==> config.mk <==
export PLATFORM = sky130hd
export DESIGN_NAME = axi_wr_slave_flat
export DESIGN_NICKNAME = d
export VERILOG_FILES = /design/src/rtl/axi_pkg.sv /design/src/rtl/axi_wr_slave_if.sv /design/src/rtl/axi_addr_gen.sv /design/src/rtl/axi_wr_slave.sv /design/src/flat_wrapper.sv
export SDC_FILE = /design/constraint.sdc
export NUM_CORES = 1
export LEC_CHECK = 0
export BUFFER_PORTS_ARGS = -buffer_cell sky130_fd_sc_hd__buf_2
export CAP_MARGIN = 20
export CORE_ASPECT_RATIO = 0.75
export CORE_MARGIN = 3
export CORE_UTILIZATION = 57
export DETAILED_ROUTE_END_ITERATION = 12
export PLACE_DENSITY_LB_ADDON = 0.08
export SYNTH_ARGS = -nofsm -noshare
export SYNTH_HDL_FRONTEND = slang
export SYNTH_HIERARCHICAL = 1
export SYNTH_SLANG_ARGS = --single-unit
==> constraint.sdc <==
create_clock -name clk -period 8.07 [get_ports clk]
set_clock_uncertainty 0.1 [all_clocks]
set_input_delay 0.807 -clock clk [delete_from_list [all_inputs] [get_ports clk]]
set_output_delay 0.807 -clock clk [all_outputs]
set_load 0.05 [all_outputs]
==> src/rtl/axi_pkg.sv <==
// ----------------------------------------------------------------------------
// axi_pkg
// Shared definitions for the AXI write slave: burst type encoding, write
// response codes and the slave FSM state type.
// ----------------------------------------------------------------------------
package axi_pkg;

    // Burst type as carried on awburst.
    typedef enum logic [1:0] {
        FIXED = 2'b00,
        INCR  = 2'b01,
        WRAP  = 2'b10,
        RSVD  = 2'b11
    } burst_t;

    // Write response codes carried on bresp.
    localparam logic [1:0] OKAY   = 2'b00;
    localparam logic [1:0] SLVERR = 2'b10;

    // Slave FSM: accept address, take data beats, hold the response.
    typedef enum logic [1:0] {
        IDLE = 2'b00,
        DATA = 2'b01,
        RESP = 2'b10
    } state_t;

endpackage

==> src/rtl/axi_wr_slave_if.sv <==
// ----------------------------------------------------------------------------
// axi_wr_slave_if
// AXI write channels (AW, W, B) between a master and the write slave.
//   AW : awvalid/awready, awid, awlen, awsize, awaddr, awburst
//   W  : wvalid/wready, wid, wdata, wstrb, wlast
//   B  : bvalid/bready, bid, bresp
// Modports: master drives AW/W and bready; slave drives the readies and B.
// ----------------------------------------------------------------------------
interface axi_wr_slave_if;

    logic        awvalid;
    logic        awready;
    logic [3:0]  awid;
    logic [3:0]  awlen;
    logic [2:0]  awsize;
    logic [31:0] awaddr;
    logic [1:0]  awburst;

    logic        wvalid;
    logic        wready;
    logic [3:0]  wid;
    logic [31:0] wdata;
    logic [3:0]  wstrb;
    logic        wlast;

    logic        bvalid;
    logic        bready;
    logic [3:0]  bid;
    logic [1:0]  bresp;

    modport slave (
        input  awvalid, awid, awlen, awsize, awaddr, awburst,
        input  wvalid, wid, wdata, wstrb, wlast,
        input  bready,
        output awready, wready, bvalid, bid, bresp
    );

    modport master (
        output awvalid, awid, awlen, awsize, awaddr, awburst,
        output wvalid, wid, wdata, wstrb, wlast,
        output bready,
        input  awready, wready, bvalid, bid, bresp
    );

endinterface

==> src/rtl/axi_addr_gen.sv <==
// ----------------------------------------------------------------------------
// axi_addr_gen
// Combinational next-beat byte address for an AXI burst.
//   addr      in  32  current beat byte address
//   size      in   3  log2(bytes per beat)
//   len       in   4  beats minus one
//   burst     in      FIXED / INCR / WRAP (RSVD steps like INCR)
//   next_addr out 32  byte address of the following beat
// ----------------------------------------------------------------------------
module axi_addr_gen
    import axi_pkg::*;
(
    input  logic [31:0] addr,
    input  logic [2:0]  size,
    input  logic [3:0]  len,
    input  burst_t      burst,
    output logic [31:0] next_addr
);

    logic [31:0] step;
    logic [31:0] span;
    logic [31:0] lower;
    logic [31:0] sum;

    always_comb begin
        step  = 32'd1 << size;
        // Legal wrap lengths make span a power of two, so masking aligns down.
        span  = ({28'd0, len} + 32'd1) << size;
        lower = addr & ~(span - 32'd1);
        sum   = addr + step;

        case (burst)
            FIXED:   next_addr = addr;
            // Offset-based compare avoids overflow of lower+span at the top of memory.
            WRAP:    next_addr = ((sum - lower) >= span) ? lower : sum;
            default: next_addr = sum;
        endcase
    end

endmodule

==> src/rtl/axi_wr_slave.sv <==
// ----------------------------------------------------------------------------
// axi_wr_slave
// AXI write slave that forwards each accepted data beat straight to a simple
// word-addressed memory port in the same cycle.
//   clk        in        sole clock, rising edge
//   rstn       in        asynchronous active-low reset
//   axi        slave     AW / W / B channels (axi_wr_slave_if)
//   mem_we     out   1   memory write strobe
//   mem_addr   out  30   word index (beat byte address >> 2)
//   mem_wdata  out  32   write data
//   mem_wstrb  out   4   byte-lane enables
// Parameter MEM_BYTES: memory size in bytes.
// Build option AXI_WR_ERR_CHECK_EN: when defined, illegal bursts, out-of-range
// beats and wid/wlast mismatches produce SLVERR; when undefined the response is
// always OKAY and illegal settings are folded onto legal ones.
// ----------------------------------------------------------------------------
module axi_wr_slave
    import axi_pkg::*;
#(
    parameter int MEM_BYTES = 1024
) (
    input  logic          clk,
    input  logic          rstn,
    axi_wr_slave_if.slave axi,
    output logic          mem_we,
    output logic [29:0]   mem_addr,
    output logic [31:0]   mem_wdata,
    output logic [3:0]    mem_wstrb
);

    localparam logic [31:0] MEM_LIMIT = 32'(MEM_BYTES);

    state_t      state;
    state_t      state_nxt;
    logic        alive;

    logic [3:0]  id_q;
    logic [3:0]  len_q;
    logic [3:0]  cnt_q;
    logic [2:0]  size_q;
    burst_t      burst_q;
    logic [31:0] addr_q;
    logic [31:0] addr_nxt;
    logic        bad_q;     // header was illegal: drop every beat
    logic        err_q;     // any error seen so far in this burst

    logic        aw_hs;
    logic        w_hs;
    logic        b_hs;
    logic        last_beat;

    logic [2:0]  size_in;
    burst_t      burst_in;
    logic        hdr_err;
    logic        beat_ok;
    logic        beat_err;
    logic [31:0] mem_byte;

    assign aw_hs     = axi.awvalid && axi.awready;
    assign w_hs      = axi.wvalid && axi.wready;
    assign b_hs      = axi.bvalid && axi.bready;
    // Only the beat counter ends a burst; wlast is at most checked.
    assign last_beat = (cnt_q == len_q);

`ifdef AXI_WR_ERR_CHECK_EN
    always_comb begin
        size_in  = axi.awsize;
        burst_in = burst_t'(axi.awburst);
        hdr_err  = (axi.awburst == RSVD) || (axi.awsize > 3'd2) ||
                   ((axi.awburst == WRAP) &&
                    !(axi.awlen inside {4'd1, 4'd3, 4'd7, 4'd15}));
        mem_byte = addr_q;
        beat_ok  = !bad_q && (addr_q < MEM_LIMIT);
        // Protocol mismatches flag the response but the beat is still written.
        beat_err = !beat_ok || (axi.wid != id_q) || (axi.wlast != last_beat);
    end

    logic unused_bits;
    assign unused_bits = ^mem_byte[1:0];
`else
    always_comb begin
        size_in  = (axi.awsize > 3'd2) ? 3'd2 : axi.awsize;
        burst_in = (axi.awburst == RSVD) ? INCR : burst_t'(axi.awburst);
        hdr_err  = 1'b0;
        mem_byte = addr_q % MEM_LIMIT;
        beat_ok  = 1'b1;
        beat_err = 1'b0;
    end

    logic unused_inputs;
    assign unused_inputs = ^{axi.wid, axi.wlast, mem_byte[1:0], bad_q};
`endif

    axi_addr_gen u_addr_gen (
        .addr      (addr_q),
        .size      (size_q),
        .len       (len_q),
        .burst     (burst_q),
        .next_addr (addr_nxt)
    );

    // ---------------------------------------------------------------- FSM --
    // NOTE: sequential state uses non-blocking assignments so every flop
    // samples the pre-edge values of all other flops.
    always_ff @(posedge clk or negedge rstn) begin
        if (!rstn) begin
            state <= IDLE;
        end else begin
            state <= state_nxt;
        end
    end

    // NOTE: state is IDLE during reset, yet awready must stay low until the
    // first edge after release; this flag provides that one-edge delay.
    always_ff @(posedge clk or negedge rstn) begin
        if (!rstn) begin
            alive <= 1'b0;
        end else begin
            alive <= 1'b1;
        end
    end

    // NOTE: the default assignment first keeps this block free of latches.
    always_comb begin
        state_nxt = state;
        case (state)
            IDLE:    if (aw_hs) state_nxt = DATA;
            DATA:    if (w_hs && last_beat) state_nxt = RESP;
            RESP:    if (b_hs) state_nxt = IDLE;
            default: state_nxt = IDLE;
        endcase
    end

    always_comb begin
        axi.awready = (state == IDLE) && alive;
        axi.wready  = (state == DATA);
        axi.bvalid  = (state == RESP);
        axi.bid     = (state == RESP) ? id_q : 4'd0;
        axi.bresp   = ((state == RESP) && err_q) ? SLVERR : OKAY;
    end

    // ---------------------------------------------------- burst context --
    always_ff @(posedge clk or negedge rstn) begin
        if (!rstn) begin
            id_q    <= '0;
            len_q   <= '0;
            cnt_q   <= '0;
            size_q  <= '0;
            burst_q <= FIXED;
            addr_q  <= '0;
            bad_q   <= 1'b0;
            err_q   <= 1'b0;
        end else if (aw_hs) begin
            id_q    <= axi.awid;
            len_q   <= axi.awlen;
            cnt_q   <= '0;
            size_q  <= size_in;
            burst_q <= burst_in;
            addr_q  <= axi.awaddr;
            bad_q   <= hdr_err;
            err_q   <= hdr_err;
        end else if (w_hs) begin
            addr_q  <= addr_nxt;
            cnt_q   <= cnt_q + 4'd1;
            err_q   <= err_q | beat_err;
        end
    end

    // ------------------------------------------------------- memory port --
    // Zero-latency pass-through; the data outputs are zeroed whenever no
    // write is issued so the port is quiet in reset and between beats.
    always_comb begin
        mem_we    = w_hs && beat_ok;
        mem_addr  = mem_we ? mem_byte[31:2] : 30'd0;
        mem_wdata = mem_we ? axi.wdata : 32'd0;
        mem_wstrb = mem_we ? axi.wstrb : 4'd0;
    end

endmodule

==> src/flat_wrapper.sv <==
// flat-port wrapper written by rule: the top's interface ports become plain ports
module axi_wr_slave_flat import axi_pkg::*;
#(
    parameter int MEM_BYTES = 1024
)
  (clk, rstn, mem_we, mem_addr, mem_wdata, mem_wstrb, axi_awvalid, axi_awid, axi_awlen, axi_awsize, axi_awaddr, axi_awburst, axi_wvalid, axi_wid, axi_wdata, axi_wstrb, axi_wlast, axi_bready, axi_awready, axi_wready, axi_bvalid, axi_bid, axi_bresp);
  axi_wr_slave_if axi_i ();
  input  logic clk;
  input  logic rstn;
  output logic mem_we;
  output logic [29:0] mem_addr;
  output logic [31:0] mem_wdata;
  output logic [3:0] mem_wstrb;
  input wire logic [$bits(axi_i.awvalid)-1:0] axi_awvalid;
  input wire logic [$bits(axi_i.awid)-1:0] axi_awid;
  input wire logic [$bits(axi_i.awlen)-1:0] axi_awlen;
  input wire logic [$bits(axi_i.awsize)-1:0] axi_awsize;
  input wire logic [$bits(axi_i.awaddr)-1:0] axi_awaddr;
  input wire logic [$bits(axi_i.awburst)-1:0] axi_awburst;
  input wire logic [$bits(axi_i.wvalid)-1:0] axi_wvalid;
  input wire logic [$bits(axi_i.wid)-1:0] axi_wid;
  input wire logic [$bits(axi_i.wdata)-1:0] axi_wdata;
  input wire logic [$bits(axi_i.wstrb)-1:0] axi_wstrb;
  input wire logic [$bits(axi_i.wlast)-1:0] axi_wlast;
  input wire logic [$bits(axi_i.bready)-1:0] axi_bready;
  output wire logic [$bits(axi_i.awready)-1:0] axi_awready;
  output wire logic [$bits(axi_i.wready)-1:0] axi_wready;
  output wire logic [$bits(axi_i.bvalid)-1:0] axi_bvalid;
  output wire logic [$bits(axi_i.bid)-1:0] axi_bid;
  output wire logic [$bits(axi_i.bresp)-1:0] axi_bresp;
  assign axi_i.awvalid = axi_awvalid;
  assign axi_i.awid = axi_awid;
  assign axi_i.awlen = axi_awlen;
  assign axi_i.awsize = axi_awsize;
  assign axi_i.awaddr = axi_awaddr;
  assign axi_i.awburst = axi_awburst;
  assign axi_i.wvalid = axi_wvalid;
  assign axi_i.wid = axi_wid;
  assign axi_i.wdata = axi_wdata;
  assign axi_i.wstrb = axi_wstrb;
  assign axi_i.wlast = axi_wlast;
  assign axi_i.bready = axi_bready;
  assign axi_awready = axi_i.awready;
  assign axi_wready = axi_i.wready;
  assign axi_bvalid = axi_i.bvalid;
  assign axi_bid = axi_i.bid;
  assign axi_bresp = axi_i.bresp;
  axi_wr_slave #(.MEM_BYTES(MEM_BYTES)) u_core (.clk(clk), .rstn(rstn), .axi(axi_i), .mem_we(mem_we), .mem_addr(mem_addr), .mem_wdata(mem_wdata), .mem_wstrb(mem_wstrb));
endmodule
# After elaboration in Yosys (flattened, before gate mapping)
# Index checks and enable logic that the tools add are counted.
# totals
inputBits	91
output_inout_bits	76
regBits	52
wordCells	54
# op_classes
order_cmp	2
add_sub_neg	5
n_eq_ne	9
n_reduce_logical	10
n_bitwise	2
shift	2
muxes	16
# ops
operator	n
$mux W32	4
$pmux W32 S2	1
$add A32 B32 Y32	1
$and A32 B32 Y32	1
$ge A32 B32 Y1	1
$not A32 Y32	1
$shl A1 B3 Y32 const A	1
$shl A5 B3 Y32	1
$sub A32 B1 Y32 const B	1
$sub A32 B32 Y32	1
$mux W4	4
$mux W2	4
$mux W8	1
$eq A2 B2 Y1 const B	3
$pmux W2 S3	1
$add A4 B1 Y5 const B	1
$logic_and A1 B1 Y1	5
$add A4 B1 Y4 const B	1
$eq A4 B4 Y1	1
$logic_not A2 Y1	2
$ne A2 B1 Y1 const B	2
$ne A2 B2 Y1 const B	2
$gt A3 B2 Y1 const B	1
$mux W3	1
other kinds (4)	4

# Longest topological paths before layout
# depth
depth_word	11
depth_mapped	36
depth_no_buf	32

# By module
# The synthesis kept the hierarchy.
# by_module_without_submodules
module	n_inst	cells_each	seq_area_each_um2	area_per_inst_um2
axi_addr_gen	1	727	0.0	4737.0
axi_wr_slave	1	256	1301.2	2753.9

# Least setup slack after synthesis
# OpenSTA, ideal clock, no wires.
# synth_timing
path_kind	reg-to-reg
start	register u_core.size_q[2]
end	register u_core.addr_q[16]
setup_time_ns	0.118
t_required_ns	7.852
stages_incl_launch_ff	35
slack_ns	1.356
arrival_time_ns	6.496
path_buffers	4
synth_period_minus_slack_ns	6.714
cell_sequence	dfrtp_1 > clkbuf_1 > clkbuf_1 > nor2_1 > nand2_1 > inv_1 > ha_1 > a21o_1 > a21oi_1 > o21ai_0 > a211oi_1 > nor2_1 > o21ai_0 > a21boi_0 > xor2_1 > ha_1 > clkbuf_1 > nand4_1 > a211oi_2 > nor2_1 > xnor2_1 > ha_1 > a221oi_1 > o211ai_1 > nor4_1 > nand4_1 > a211oi_2 > nand4_1 > nor4_4 > nand4_2 > buf_4 > mux2_1 > o211a_1 > a22o_1 > a21o_1
# synth_via
elab_chain_len	10
word_cells_on_any_way	12
classes_between	3 x add/sub; 1 x order compare; 2 x shift; 4 x mux; 2 x bitwise
# synth_rtl
item	line	source
start: declaration	axi_wr_slave.sv:40	logic [2:0] size_q;
start signal: assignment	axi_wr_slave.sv:157	size_q <= size_in;
$shl A5 B3 Y32	axi_addr_gen.sv:28	span = ({28'd0, len} + 32'd1) << size;
$sub A32 B1 Y32	axi_addr_gen.sv:29	lower = addr & ~(span - 32'd1);
$not A32 Y32	axi_addr_gen.sv:29	
$and A32 B32 Y32	axi_addr_gen.sv:29	
$sub A32 B32 Y32	axi_addr_gen.sv:35	WRAP: next_addr = ((sum - lower) >= span) ? lower : sum;
$ge A32 B32 Y1	axi_addr_gen.sv:35	
$mux W32	axi_addr_gen.sv:35	
$pmux W32 S2 (*)	axi_addr_gen.sv:32	case (burst)
named net u_core.addr_nxt[16]	axi_wr_slave.sv:43	logic [31:0] addr_nxt;
$mux W32 (*)	axi_wr_slave.sv:162	end else if (w_hs) begin
$mux W32 (*)	axi_wr_slave.sv:153	end else if (aw_hs) begin
end signal: assignment	axi_wr_slave.sv:159	addr_q <= axi.awaddr;
end signal: assignment	axi_wr_slave.sv:163	addr_q <= addr_nxt;
end: declaration	axi_wr_slave.sv:42	logic [31:0] addr_q;
# The timed path passes the listed nets; every way through them passes the cells marked *. The select of a mux whose other input is x is not followed.
# A chain may end at the register's enable or synchronous reset.

# Worst setup path in the final report
# layout_timing
start	register u_core.size_q[1]
end	register u_core.addr_q[15]
# The elaborated chain is that of the path after synthesis.

==> impl_metrics.toml <==
[clock_tree]
clk_pin_slew_ns = 0.07
h-tree-depth = 2
cts_tree = "done"
cts.sinks = 52
root_buffer = "clkbuf_16"
insertion_delay_ns = 0.29
ctsLongestPathBuffers = 2
cts_buffers = 5
hold_buffers = 0

[yosys]
synth_edf_count = 0
synth_cells = 983
synth_seq_cells = 52
yosysWarnings = 6
syn_avg_cell_area_um2 = 7.62
yosysSeqAreaShare_pct = 17.4
synth_area_um2 = 7490
ys_async_sr_fraction_pct = 100
synth_cell_types = 91
ys.flop_type = "dfrtp_1"

[worst_setup_path]
startpoint = "u_core/size_q[1]"
max_stage_delay_ns = 0.49
regToRegStartpoint = "u_core/size_q[1]"
crit_type = "flip-flop to flip-flop"
path_max_fanout = 23
cp_data_arrival_time_ns = 7.65
cp_common_cell = "o21ai_0"
cp.required_ns = 8.16
cpMaxStageDelayCell = "dfrtp_1"
end_kind = "flip-flop"
setup.worst_path.start_class = "flip-flop"

[timing]
setup_violations = 0
slew_headroom_pct = 50.4
fin_setup_tns_ns = 0
hold_viol = 0
drv_slew = 0
layout_min_cycle_time_ns = 7.56
max_freq_mhz = 132
finalCritPeriodShare_pct = 93.7
rsz0062_at_grt = "no"
worst_pin_slew_ns = 0.745

[final_layout]
drive_above_1_share_pct = 18.7
final_cell_mix = "buf_2 (137), nand2_1 (97), nor2_1 (63), inv_1 (60), and2_1 (57)"
syn2layout_area_growth_pct = 12.1
n_antenna_cell = 0
n_fill_cell = 1101
layout_commonest_cell = "buf_2"
fin_nets = 1239

[min_path]
min-delay-start = "u_core/id_q[2]"
hold_path.class = "flip-flop to flip-flop"

[detailed_routing]
vias = 7833
dr_wl_met3_um = 2400
via_per_inst = 6.22
drt-met1-wl_um = 11300
top_layer = "met4"
drt_iter0_drc = 979
dr_wl_met2_um = 9570
detail-route-antenna-nets = 0
drc = 0
first_pass_iters = 5
wl_per_cell_um = 18.7
wirelength_um = 23600

[job]
drv_cap = 0

[global_routing]
grt_pass1_wl_um = 36800
grt.total_usage_pct = 30.8
grt_max_degree = 82
grt_antenna_before_repair = 0
grt_pass1_vias = 6764
grt_overflow = 0

[die]
die_w_um = 138
design.die.area_um2 = 14600
initial_utilization_pct = 59.6
io_pins = 167
core_region_area_um2 = 12600
core.rowCount = 35
die_y_um = 105

[placement]
hpwl_um = 18700
portBuffers = 137
gp_congestion = 0.986

[run_status]
status = "finished, final reports clean"
-- cell usage after synthesis (all sizes together), types with 15 or more instances --
cell     n  share of area, %
xor2    18               2.1
a22o    33               3.9
and2    58               4.9
o21ai   36               2.4
clkbuf  28               1.4
nand4   16               1.4
a21oi   56               3.9
inv     62               3.1
dfrtp   52                17
nand3   32               2.1
nand2   97               4.9
ha      53               8.9
buf     49               4.5
xnor2   40               4.7
nor2    66               3.4
mux2    16               2.4
nor3    15               1.0
a21o    44               4.4
-- sequential cells by signal (all words and copies together) (netlist names) --
name	flops
u_core/addr_q	32
u_core/alive	1
u_core/burst_q	2
u_core/cnt_q	4
u_core/id_q	4
u_core/len_q	4
u_core/size_q	3
u_core/state	2
-- stage by stage --
stage	utilization (%)	cell area [µm²]	setup slack, ns	hold slack (ns)	std cells
after floorplan	-	7580	1.36	0.347	1006
after global placement	64.9	8160	0.656	0.386	1247
after detailed placement	64.9	8160	0.552	0.390	1247
after CTS	66.2	8320	0.486	0.411	1255
after global routing	66.8	8400	0.0221	0.430	1260
final	66.8	8400	0.510	0.413	1260
-- final timing paths --
kind / endpoint / slack, ns / depth (start not counted)
worst max-delay path: u_core/addr_q[15] / 0.51 / 34
worst min-delay path: u_core/id_q[2] / 0.41 / 1
worst max register to register: u_core/addr_q[15] / 0.51 / 34
worst min register to register: u_core/id_q[2] / 0.41 / 1
max in group asynchronous: u_core/addr_q[24] / 6.89 / 2
min in group asynchronous: u_core/id_q[2] / 0.53 / 2
-- logic make-up after synthesis --
| family | synth area share [%] |
|---|---|
| xor gates and xnor gates | 6.78 |
| other | 0.100 |
| muxes | 4.01 |
| DFF | 17.4 |
| and+or+nand+nor | 24.8 |
| AOI/OAI and AO/OA | 28.5 |
| buffers and inverters | 9.04 |
| adders and majority gates | 9.39 |
-- metal layers --
metal	track usage (%)	vias to the layer above
met5	0	-
met4	5.92	0
met3	5.85	30
met2	43.1	439
met1	48.6	3636
li1	-	3728
-- area by class of cell --
class | instances | area, µm² | share of cell area (%)
clock buffers | 6 | 129 | 1.54
flip-flops and latches | 52 | 1300 | 15.5
inverters | 63 | 236 | 2.82
clock inverters | 2 | 38.8 | 0.462
repair buffers | 157 | 873 | 10.4
well taps | 166 | 208 | 2.47
multi-input cells | 814 | 5610 | 66.8
-- repair_timing --
| action | in CTS | in global routing |
|---|---|---|
| setup buffers | 0 | 4 |
| setup endpoints to repair | 0 | 31 |
| resized for setup | 0 | 2 |
-- worst max-delay path, delay by kind of cell (launching register included) --
family / cells / cell delay [ns]
AO/OA/AOI/OAI: 15 / 2.72
AND/OR/NAND/NOR: 10 / 2.24
adder cells (fa/ha/maj): 4 / 1.09
flip-flops: 1 / 0.49
buffers and inverters: 3 / 0.44
XOR/XNOR: 2 / 0.37
Power is left out: the tool's default activity adds up to more than one toggle a clock period on the data nets, which glitch-free logic cannot reach.
